[src/rtl/ddr_axi_pkg.sv]
// Shared types and constants for the DDR controller AXI read path.
package ddr_axi_pkg;

  localparam logic [1:0] RESP_OKAY   = 2'd0;
  localparam logic [1:0] RESP_SLVERR = 2'd2;

  typedef enum logic [1:0] {
    IDLE = 2'd0,
    REQ  = 2'd1,
    DATA = 2'd2,
    ERR  = 2'd3
  } rd_state_t;

  // One accepted AR burst: beats-minus-one and its decode-error flag.
  typedef struct packed {
    logic [7:0] len;
    logic       err;
  } rq_entry_t;

endpackage

[src/rtl/rd_len_queue.sv]
// Queue of accepted-but-unfinished read bursts. Head is visible without a pop
// so the read FSM can steer on head.err and count beats against head.len.
module rd_len_queue
  import ddr_axi_pkg::*;
#(
  parameter int DEPTH = 8,
  localparam int AW = $clog2(DEPTH),
  localparam int CW = AW + 1
) (
  input  logic            clk,
  input  logic            rst,
  input  logic            push,
  input  rq_entry_t       push_data,
  input  logic            pop,
  output rq_entry_t       head,
  output logic [CW-1:0]   qcount,
  output logic            empty,
  output logic            full
);

  localparam logic [CW-1:0] DEPTH_Q = CW'(DEPTH);

  rq_entry_t       mem [DEPTH];
  logic [AW-1:0]   wr_ptr;
  logic [AW-1:0]   rd_ptr;
  logic            do_push;
  logic            do_pop;

  assign empty   = (qcount == '0);
  assign full    = (qcount == DEPTH_Q);
  assign do_push = push && !full;
  assign do_pop  = pop && !empty;
  assign head    = mem[rd_ptr];

  // Pointer and occupancy tracking; simultaneous push and pop leave qcount unchanged.
  always_ff @(posedge clk or posedge rst) begin
    if (rst) begin
      wr_ptr <= '0;
      rd_ptr <= '0;
      qcount <= '0;
    end else begin
      if (do_push) wr_ptr <= wr_ptr + 1'b1;
      if (do_pop)  rd_ptr <= rd_ptr + 1'b1;
      case ({do_push, do_pop})
        2'b10:   qcount <= qcount + 1'b1;
        2'b01:   qcount <= qcount - 1'b1;
        default: qcount <= qcount;
      endcase
    end
  end

  // Entry storage; contents are don't-care until written, so no reset.
  always_ff @(posedge clk) begin
    if (do_push) mem[wr_ptr] <= push_data;
  end

endmodule

[src/rtl/read_fsm.sv]
// AXI read-channel slave controller (AR/R) for the DDR controller.
// Handshakes: a transfer happens on a rising clk edge where valid && ready are
// both high; once RVALID is raised, RVALID/RLAST/RRESP hold until RREADY.
// Decode-error bursts are answered with SLVERR beats and never reach DDR.
module read_fsm
  import ddr_axi_pkg::*;
#(
  parameter int MAX_TRANSACTIONS = 8
) (
  input  logic       clk,
  input  logic       rst,
  input  logic       ARVALID,
  input  logic [7:0] ARLEN,
  input  logic       err,
  input  logic [3:0] num_transactions,
  input  logic       rd_ack,
  input  logic       rempty,
  input  logic       RREADY,
  output logic       ARREADY,
  output logic       load,
  output logic       rd_req,
  output logic       rdata_pop,
  output logic       RVALID,
  output logic       RLAST,
  output logic [1:0] RRESP,
  output logic [1:0] dbg_state
);

  localparam int CW = $clog2(MAX_TRANSACTIONS) + 1;
  localparam logic [CW-1:0] MAX_Q = CW'(MAX_TRANSACTIONS);
  localparam logic [3:0]    MAX_N = 4'(MAX_TRANSACTIONS);

  rd_state_t       state;
  rd_state_t       next_state;
  logic [7:0]      beat_cnt;
  logic            next_arready;
  logic            r_hs;
  logic            q_pop;
  logic            q_push;
  logic            q_empty;
  logic            q_full;
  logic [CW-1:0]   qcount;
  rq_entry_t       head;
  rq_entry_t       push_entry;

  assign load         = ARVALID && ARREADY;
  assign q_push       = load && !q_full;
  assign push_entry   = '{len: ARLEN, err: err};
  // Dropping ARREADY right after an accept gives qcount time to update first.
  assign next_arready = !load && (qcount < MAX_Q) && (num_transactions < MAX_N);
  assign dbg_state    = state;

  rd_len_queue #(.DEPTH(MAX_TRANSACTIONS)) u_queue (
    .clk       (clk),
    .rst       (rst),
    .push      (q_push),
    .push_data (push_entry),
    .pop       (q_pop),
    .head      (head),
    .qcount    (qcount),
    .empty     (q_empty),
    .full      (q_full)
  );

  // Registered ARREADY.
  always_ff @(posedge clk or posedge rst) begin
    if (rst) ARREADY <= 1'b0;
    else     ARREADY <= next_arready;
  end

  // State register.
  always_ff @(posedge clk or posedge rst) begin
    if (rst) state <= IDLE;
    else     state <= next_state;
  end

  // Beat counter: cleared before each burst, advanced on every R handshake.
  always_ff @(posedge clk or posedge rst) begin
    if (rst)                                beat_cnt <= 8'd0;
    else if (state == IDLE || state == REQ) beat_cnt <= 8'd0;
    else if (r_hs)                          beat_cnt <= beat_cnt + 8'd1;
  end

  // Next-state and R-channel outputs, all decoded from state and head entry.
  always_comb begin
    next_state = state;
    rd_req     = 1'b0;
    RVALID     = 1'b0;
    RLAST      = 1'b0;
    RRESP      = RESP_OKAY;
    rdata_pop  = 1'b0;
    case (state)
      IDLE: begin
        if (!q_empty) next_state = head.err ? ERR : REQ;
      end
      REQ: begin
        rd_req = 1'b1;
        if (rd_ack) next_state = DATA;
      end
      DATA: begin
        RVALID    = !rempty;
        RLAST     = (beat_cnt == head.len);
        rdata_pop = RVALID && RREADY;
        if (rdata_pop && RLAST) next_state = IDLE;
      end
      ERR: begin
        RVALID = 1'b1;
        RRESP  = RESP_SLVERR;
        RLAST  = (beat_cnt == head.len);
        if (RREADY && RLAST) next_state = IDLE;
      end
      default: next_state = IDLE;
    endcase
    r_hs  = RVALID && RREADY;
    q_pop = r_hs && RLAST;
  end

endmodule

[config.mk]
export PLATFORM = sky130hd
export DESIGN_NAME = read_fsm
export DESIGN_NICKNAME = d
export VERILOG_FILES = /design/src/rtl/ddr_axi_pkg.sv /design/src/rtl/rd_len_queue.sv /design/src/rtl/read_fsm.sv
export SDC_FILE = /design/constraint.sdc
export NUM_CORES = 1
export LEC_CHECK = 0
export ABC_AREA = 1
export BUFFER_PORTS_ARGS = -buffer_cell sky130_fd_sc_hd__buf_2
export CORE_AREA = 3 3 111 81
export DETAILED_ROUTE_END_ITERATION = 10
export DIE_AREA = 0 0 114 84
export GPL_TIMING_DRIVEN = 1
export PLACE_DENSITY = 0.72
export SYNTH_ARGS = -nofsm -noshare
export SYNTH_HDL_FRONTEND = slang
export SYNTH_SLANG_ARGS = --single-unit
[constraint.sdc]
create_clock -name clk -period 6.34 [get_ports clk]
set_input_delay 0.317 -clock clk [delete_from_list [all_inputs] [get_ports clk]]
set_output_delay 0.317 -clock clk [all_outputs]
set_load 0.05 [all_outputs]
==> impl_metrics.toml, run 1 <==
[cts]
clock-sinks = 93
cts_buffer_depth = 2
holdBufCountCts = 0
clk_latency_ns = 0.34
htree_levels = 3
root_buffer = "clkbuf_16"
clk_pin_slew_ns = 0.06
post-cts-setup-buffers = 0
cts_tree = "done"
cts_resized = 0
cts_made_buffers = 9

[sta]
finClkSkew_ns = 0.00522
fin_crit_sh_pct = 62.9
relSlewSlack_pct = 22.5
worst_hold_slack_ns = 0.140
setup_viol = 0
tns_ns = 0
fmax_mhz = 251
worstMarginPinSlew_ns = 1.16
worst_slack_ns = 2.35
rsz0062_at_grt = "false"
min_period_ns = 3.99
hold_viol = 0
drv_slew = 0

[setup_path]
crit_top_cell = "nand2_1"
crit_fanout = 20
slowest_delay_ns = 0.86
worst_setup_path_end_kind = "flip-flop"
critical_path_required_ns = 6.57
path_cells = "inv_1, nand3_1, nand3_1, nand2_1, nand2_1, nand2_1, nand2_1, nor2_2, nand2_2, nor3_4, ha_1, ha_1, nand2_1, nor2_1, a211oi_1, nor2_1, nor2_1, nand2_1, xor2_1"
criticalPathCategory = "reg2reg"
cp_slowest_cell = "dfrtp_1"
cp.arrival_ns = 4.22
crit_path_start_kind = "flip-flop"
critical_path.top_delay_family = "simple AND/OR/NAND/NOR gates"
crit_buf_inv = 1

[power_and_ir_drop]
p_sw_w = 0.000432
pwr-share-clk_pct = 35.9
p_leak_nw = 2.07
powerDensity_mw_per_mm2 = 311
ir_drop_v = 0.000245
cellInternalPower_w = 0.00105
pwr-share-comb_pct = 17.1
sw_frac_of_total_pct = 29.2
sequentialPowerShare_pct = 47.0

[drt]
wirelength_um = 9310
antenna_left = 0
wl_per_cell_um = 16.1
viasPerCell = 5.30
firstDrtPassIters = 7
vias = 3062
drc = 0
first_iter_violations = 272

[placement]
dpl.hpwl_um = 6030
pre_cts_slack_ns = 2.38
placed_area_mm2 = 0.00448
place.gp.congestion = 0.869
io_buffers = 24

[grt]
grt_util_met2_pct = 32.3
antenna_found_initial = 0
grt_usage_pct = 20.8
busiest_layer = "met2"
grt_pass1_wl_um = 14900
grt_max_degree = 39
grt.met1_usage_pct = 28.5
grt_pass1_vias = 2884
overflow = 0
use_met3_pct = 5.72

[floorplanning]
fp-row-count = 27
ioPinCount = 29
initial_core_util_pct = 54.8
dieArea_mm2 = 0.00958
die_y_um = 84
core-area_mm2 = 0.00791
die_w_um = 114

[layout]
fin_util_pct = 60.3
layout.cells.most_common = "nand2_1"
layout_common_cells = "nand2_1, edfxtp_1, inv_1"
antennaDiodeCount = 0
stdcell_area_mm2 = 0.00477
nets = 498
drive_above_1_share_pct = 9.43
syn_to_final_growth_pct = 10.0

[hold_path]
hold_class = "in2async"

[synthesis]
synth_top_area_share_pct = 49.9
synth.area.top_cells = "edfxtp_1, dfrtp_1, nand2_1"
synth_seq_cells = 93
ys_seq_area_share_pct = 62.0
avgSynthCellArea_um2 = 9.65
syn-instance-count = 449
yosysWarningCount = 0
synth_top_area_cell = "edfxtp_1"
syn_area_mm2 = 0.00433
synth_cell_types = 29
syn_nets = 475

[flow_run]
cap_viol_max_count = 0

[run_status]
status = "complete, no violations"
## cell usage after synthesis
library cell  count
xnor2_1           2
inv_1            65
buf_6             6
a211oi_1          1
ha_1              6
dfrtp_1          21
buf_4             4
conb_1            1
nor3_4            1
a31oi_1           2
or2_2             1
nand4_1           1
inv_2             1
clkinv_1          1
o22ai_1           4
nand2_1         140
fa_1              1
nand3_1          57
buf_2             3
o21ai_0          17
a21oi_1           3
o21ai_1           1
nand2_2           1
xor2_1            4
edfxtp_1         72
nor3_1            3
nor2_2            2
nor2_1           27
nor4_1            1
## final cells by class
cell class / instances / area (µm²)
inverters: 67 / 251
flip-flops and latches: 93 / 2690
fillers: 666 / 3140
clock inverters: 5 / 51.3
well taps: 101 / 126
multi-input cells: 276 / 1280
clock buffers: 11 / 243
repair buffers: 25 / 128
## power groups by stage
| stage | Sequential (W) | Clock [W] | Combinational [W] |
|---|---|---|---|
| finish | 0.000697 | 0.000532 | 0.000254 |
| global placement | 0.000709 | 0 | 0.000248 |
| detailed placement | 0.000709 | 0 | 0.000253 |
| global route | 0.000699 | 0.000562 | 0.000287 |
| CTS | 0.000697 | 0.000538 | 0.000255 |
| floorplan | 0.000723 | 0 | 0.000179 |
## state kept, by name, indices dropped and copies added, names as in the netlist
signal / cells
u_queue.mem: 72
beat_cnt: 8
u_queue.qcount: 4
u_queue.rd_ptr: 3
u_queue.wr_ptr: 3
dbg_state: 2
ARREADY: 1
## logic make-up after synthesis
family | count (synthesis) | synth area share, %
compound gates | 28 | 3.46
other cells | 1 | 0.0865
flops | 93 | 62.0
buf+inv | 80 | 8.40
xor+xnor | 6 | 1.21
fa+ha+maj | 7 | 2.19
simple gates | 234 | 22.6
## per-stage QoR
| stage | std cells | total power [W] |
|---|---|---|
| after global routing | 578 | 0.00155 |
| after floorplan | 449 | 0.000902 |
| final | 578 | 0.00148 |
| after global placement | 562 | 0.000956 |
| after CTS | 578 | 0.00149 |
| after detailed placement | 562 | 0.000961 |
## worst paths after layout
| path | slack, ns | depth (start not counted) | to | startpoint |
|---|---|---|---|---|
| setup / recovery | 2.35 | 19 | u_queue.qcount[3] | u_queue.rd_ptr[1] |
| hold / removal | 0.14 | 2 | u_queue.qcount[3] | rst |
| setup reg to reg | 2.35 | 19 | u_queue.qcount[3] | u_queue.rd_ptr[1] |
| hold reg to reg | 0.52 | 1 | u_queue.qcount[0] | u_queue.qcount[0] |
| max in group asynchronous | 5.68 | 2 | beat_cnt[2] | rst |
| min in group clk | 0.19 | 4 | ARREADY | num_transactions[3] |
## metal layers
metal | up-vias | wire length [µm]
met5 | - | 0
met1 | 1420 | 4180
met4 | 0 | 196
met3 | 22 | 695
li1 | 1502 | -
met2 | 118 | 4240
No activity file was read; power rests on OpenSTA's default activity.
==> run 2, diff against run 1 <==
Clock period 6.34 ns to 3.8 ns, I/O delays scaled along.
==> run 2 against run 1 <==
  * Maximum frequency up 17%
  * Final area up 3.2%
  * Critical endpoint unchanged
  * Global-route usage up 0.77 points
  * Register-to-register slack worse by 2.0 ns
  * Critical path depth up 1
  * Routed wire length up 3.0%
  * Setup slack worse by 2.0 ns
  * First-iteration DRC count down 23%
  * Via count up 1.4%
  * Sequential power up 66%
  * Core utilization up 1.9 points
==> impl_metrics.toml, run 2 (synthesized netlist as in run 1, its figures left out) <==
[run_status]
status = "complete, no violations"

[layout]
antennaDiodeCount = 0
fin_util_pct = 62.3
drive_above_1_share_pct = 11.7
regMostFlops = "u_queue.mem"
largest_reg_flops = 72
layout_common_cells = "nand2_1, edfxtp_1, inv_1"
nets = 509
top_regs = "u_queue.mem: 72 flops, beat_cnt: 8 flops, u_queue.qcount: 4 flops"
layout.cells.most_common = "nand2_1"
syn_to_final_growth_pct = 13.5

[power_and_ir_drop]
p_total_w = 0.00263
cellInternalPower_w = 0.00193
sw_frac_of_total_pct = 26.7
p_leak_nw = 2.16
sequentialPowerShare_pct = 44.1
pwr-share-comb_pct = 16.2
pwr-share-clk_pct = 39.7
powerDensity_mw_per_mm2 = 535
p_sw_w = 0.000702
ir_drop_v = 0.000394

[setup_path]
crit_path_start_kind = "flip-flop"
critical_path_required_ns = 4.03
cp_slowest_cell = "buf_4"
r2r_cells = 20
critical_path.top_delay_family = "simple AND/OR/NAND/NOR gates"
slowest_delay_ns = 0.43
path_cells = "buf_4, nand2_1, nand3_1, nand3_1, nand3_1, nand2_1, inv_1, nand2_1, nor2_2, nand2_2, nor3_4, ha_1, ha_1, nand2_1, nor2_1, a211oi_1, nor2_1, nor2_1, nand2_1, xor2_1"
crit_top_cell = "nand2_1"
cp.arrival_ns = 3.63
criticalPathCategory = "reg2reg"
crit_buf_inv = 2
worst_setup_path_end_kind = "flip-flop"
crit_fanout = 38
cp.depth = 20

[grt]
grt_pass1_wl_um = 15300
grt_util_met2_pct = 32.6
antenna_found_initial = 0
busiest_layer = "met2"
grt_usage_pct = 21.6
use_met3_pct = 7.90
grt_max_degree = 39
grt_pass1_vias = 2973
overflow = 0
grt.met1_usage_pct = 29.2

[floorplanning]
core-area_mm2 = 0.00791
die_w_um = 114
ioPinCount = 29
fp-row-count = 27
initial_core_util_pct = 54.8
die_y_um = 84
dieArea_mm2 = 0.00958

[cts]
cts_buffer_depth = 2
post-cts-setup-buffers = 0
cts_tree = "done"
htree_levels = 3
clk_pin_slew_ns = 0.06
cts_made_buffers = 9
clk_latency_ns = 0.34
clock-sinks = 93
root_buffer = "clkbuf_16"

[sta]
setup_viol = 0
worst_slack_ns = 0.400
drv_slew = 0
hold_viol = 0
fmax_mhz = 294
worstMarginPinSlew_ns = 1.27
fin_crit_sh_pct = 89.5
tns_ns = 0
worst_hold_slack_ns = 0.0234
finClkSkew_ns = 0.00500
relSlewSlack_pct = 14.8
min_period_ns = 3.40
rsz0062_at_grt = "false"

[drt]
wirelength_um = 9590
firstDrtPassIters = 5
vias = 3105
drc = 0
first_iter_violations = 210
antenna_left = 0
wl_per_cell_um = 16.3
viasPerCell = 5.27

[placement]
place.gp.congestion = 0.819
dpl.hpwl_um = 6070
pre_cts_slack_ns = 0.391
io_buffers = 24

[flow_run]
cap_viol_max_count = 0

[hold_path]
hold_class = "in2async"
## run 2: routing by layer
metal  routed length [µm]  up-vias
met3                  691       20
li1                     -     1527
met4                  220        0
met2                 4260      100
met1                 4420     1458
met5                    0        -
## run 2: worst paths after layout
path / start / end / slack [ns]
worst min register to register: u_queue.qcount[2] / u_queue.qcount[2] / 0.55
worst min-delay path: rst / u_queue.wr_ptr[0] / 0.02
min in group clk: num_transactions[3] / ARREADY / 0.07
worst max-delay path: u_queue.rd_ptr[0] / u_queue.qcount[3] / 0.40
worst max register to register: u_queue.rd_ptr[0] / u_queue.qcount[3] / 0.40
max in group asynchronous: rst / beat_cnt[7] / 3.24
## run 2: power groups by stage
stage	clock network, W	registers [W]	logic (W)
floorplan	0	0.00121	0.000298
global placement	0	0.00118	0.000418
detailed placement	0	0.00118	0.000427
CTS	0.00106	0.00116	0.000427
global route	0.00111	0.00116	0.000481
finish	0.00104	0.00116	0.000427
## run 2: final cells by class
cell class	instances	area [µm²]
clock buffer	13	270
clock inverter	3	90.1
fill	657	2980
inverter	67	254
multi-input combinational	276	1280
sequential	93	2690
tap	101	126
timing repair buffer	36	210
## run 2: worst register-to-register path, delay by kind of cell (launching register included)
family                   cells  cell delay, ns
XOR/XNOR                     1            0.14
AO/OA/AOI/OAI                1            0.24
flip-flops                   1            0.40
adder cells (fa/ha/maj)      2            0.57
AND/OR/NAND/NOR             14            1.47
buffers and inverters        2            0.48
## run 2: timing repair
action,in CTS,in global routing
setup endpoints to repair,0,1
endpoints found under the hold margin,0,0
hold buffers,0,0
resized for setup,0,2
## run 2: stage by stage
step / instances / cell area (µm²)
after floorplan: 449 / 4330
after global placement: 573 / 4560
after detailed placement: 573 / 4560
after CTS: 589 / 4920
after global routing: 589 / 4920
final: 589 / 4920
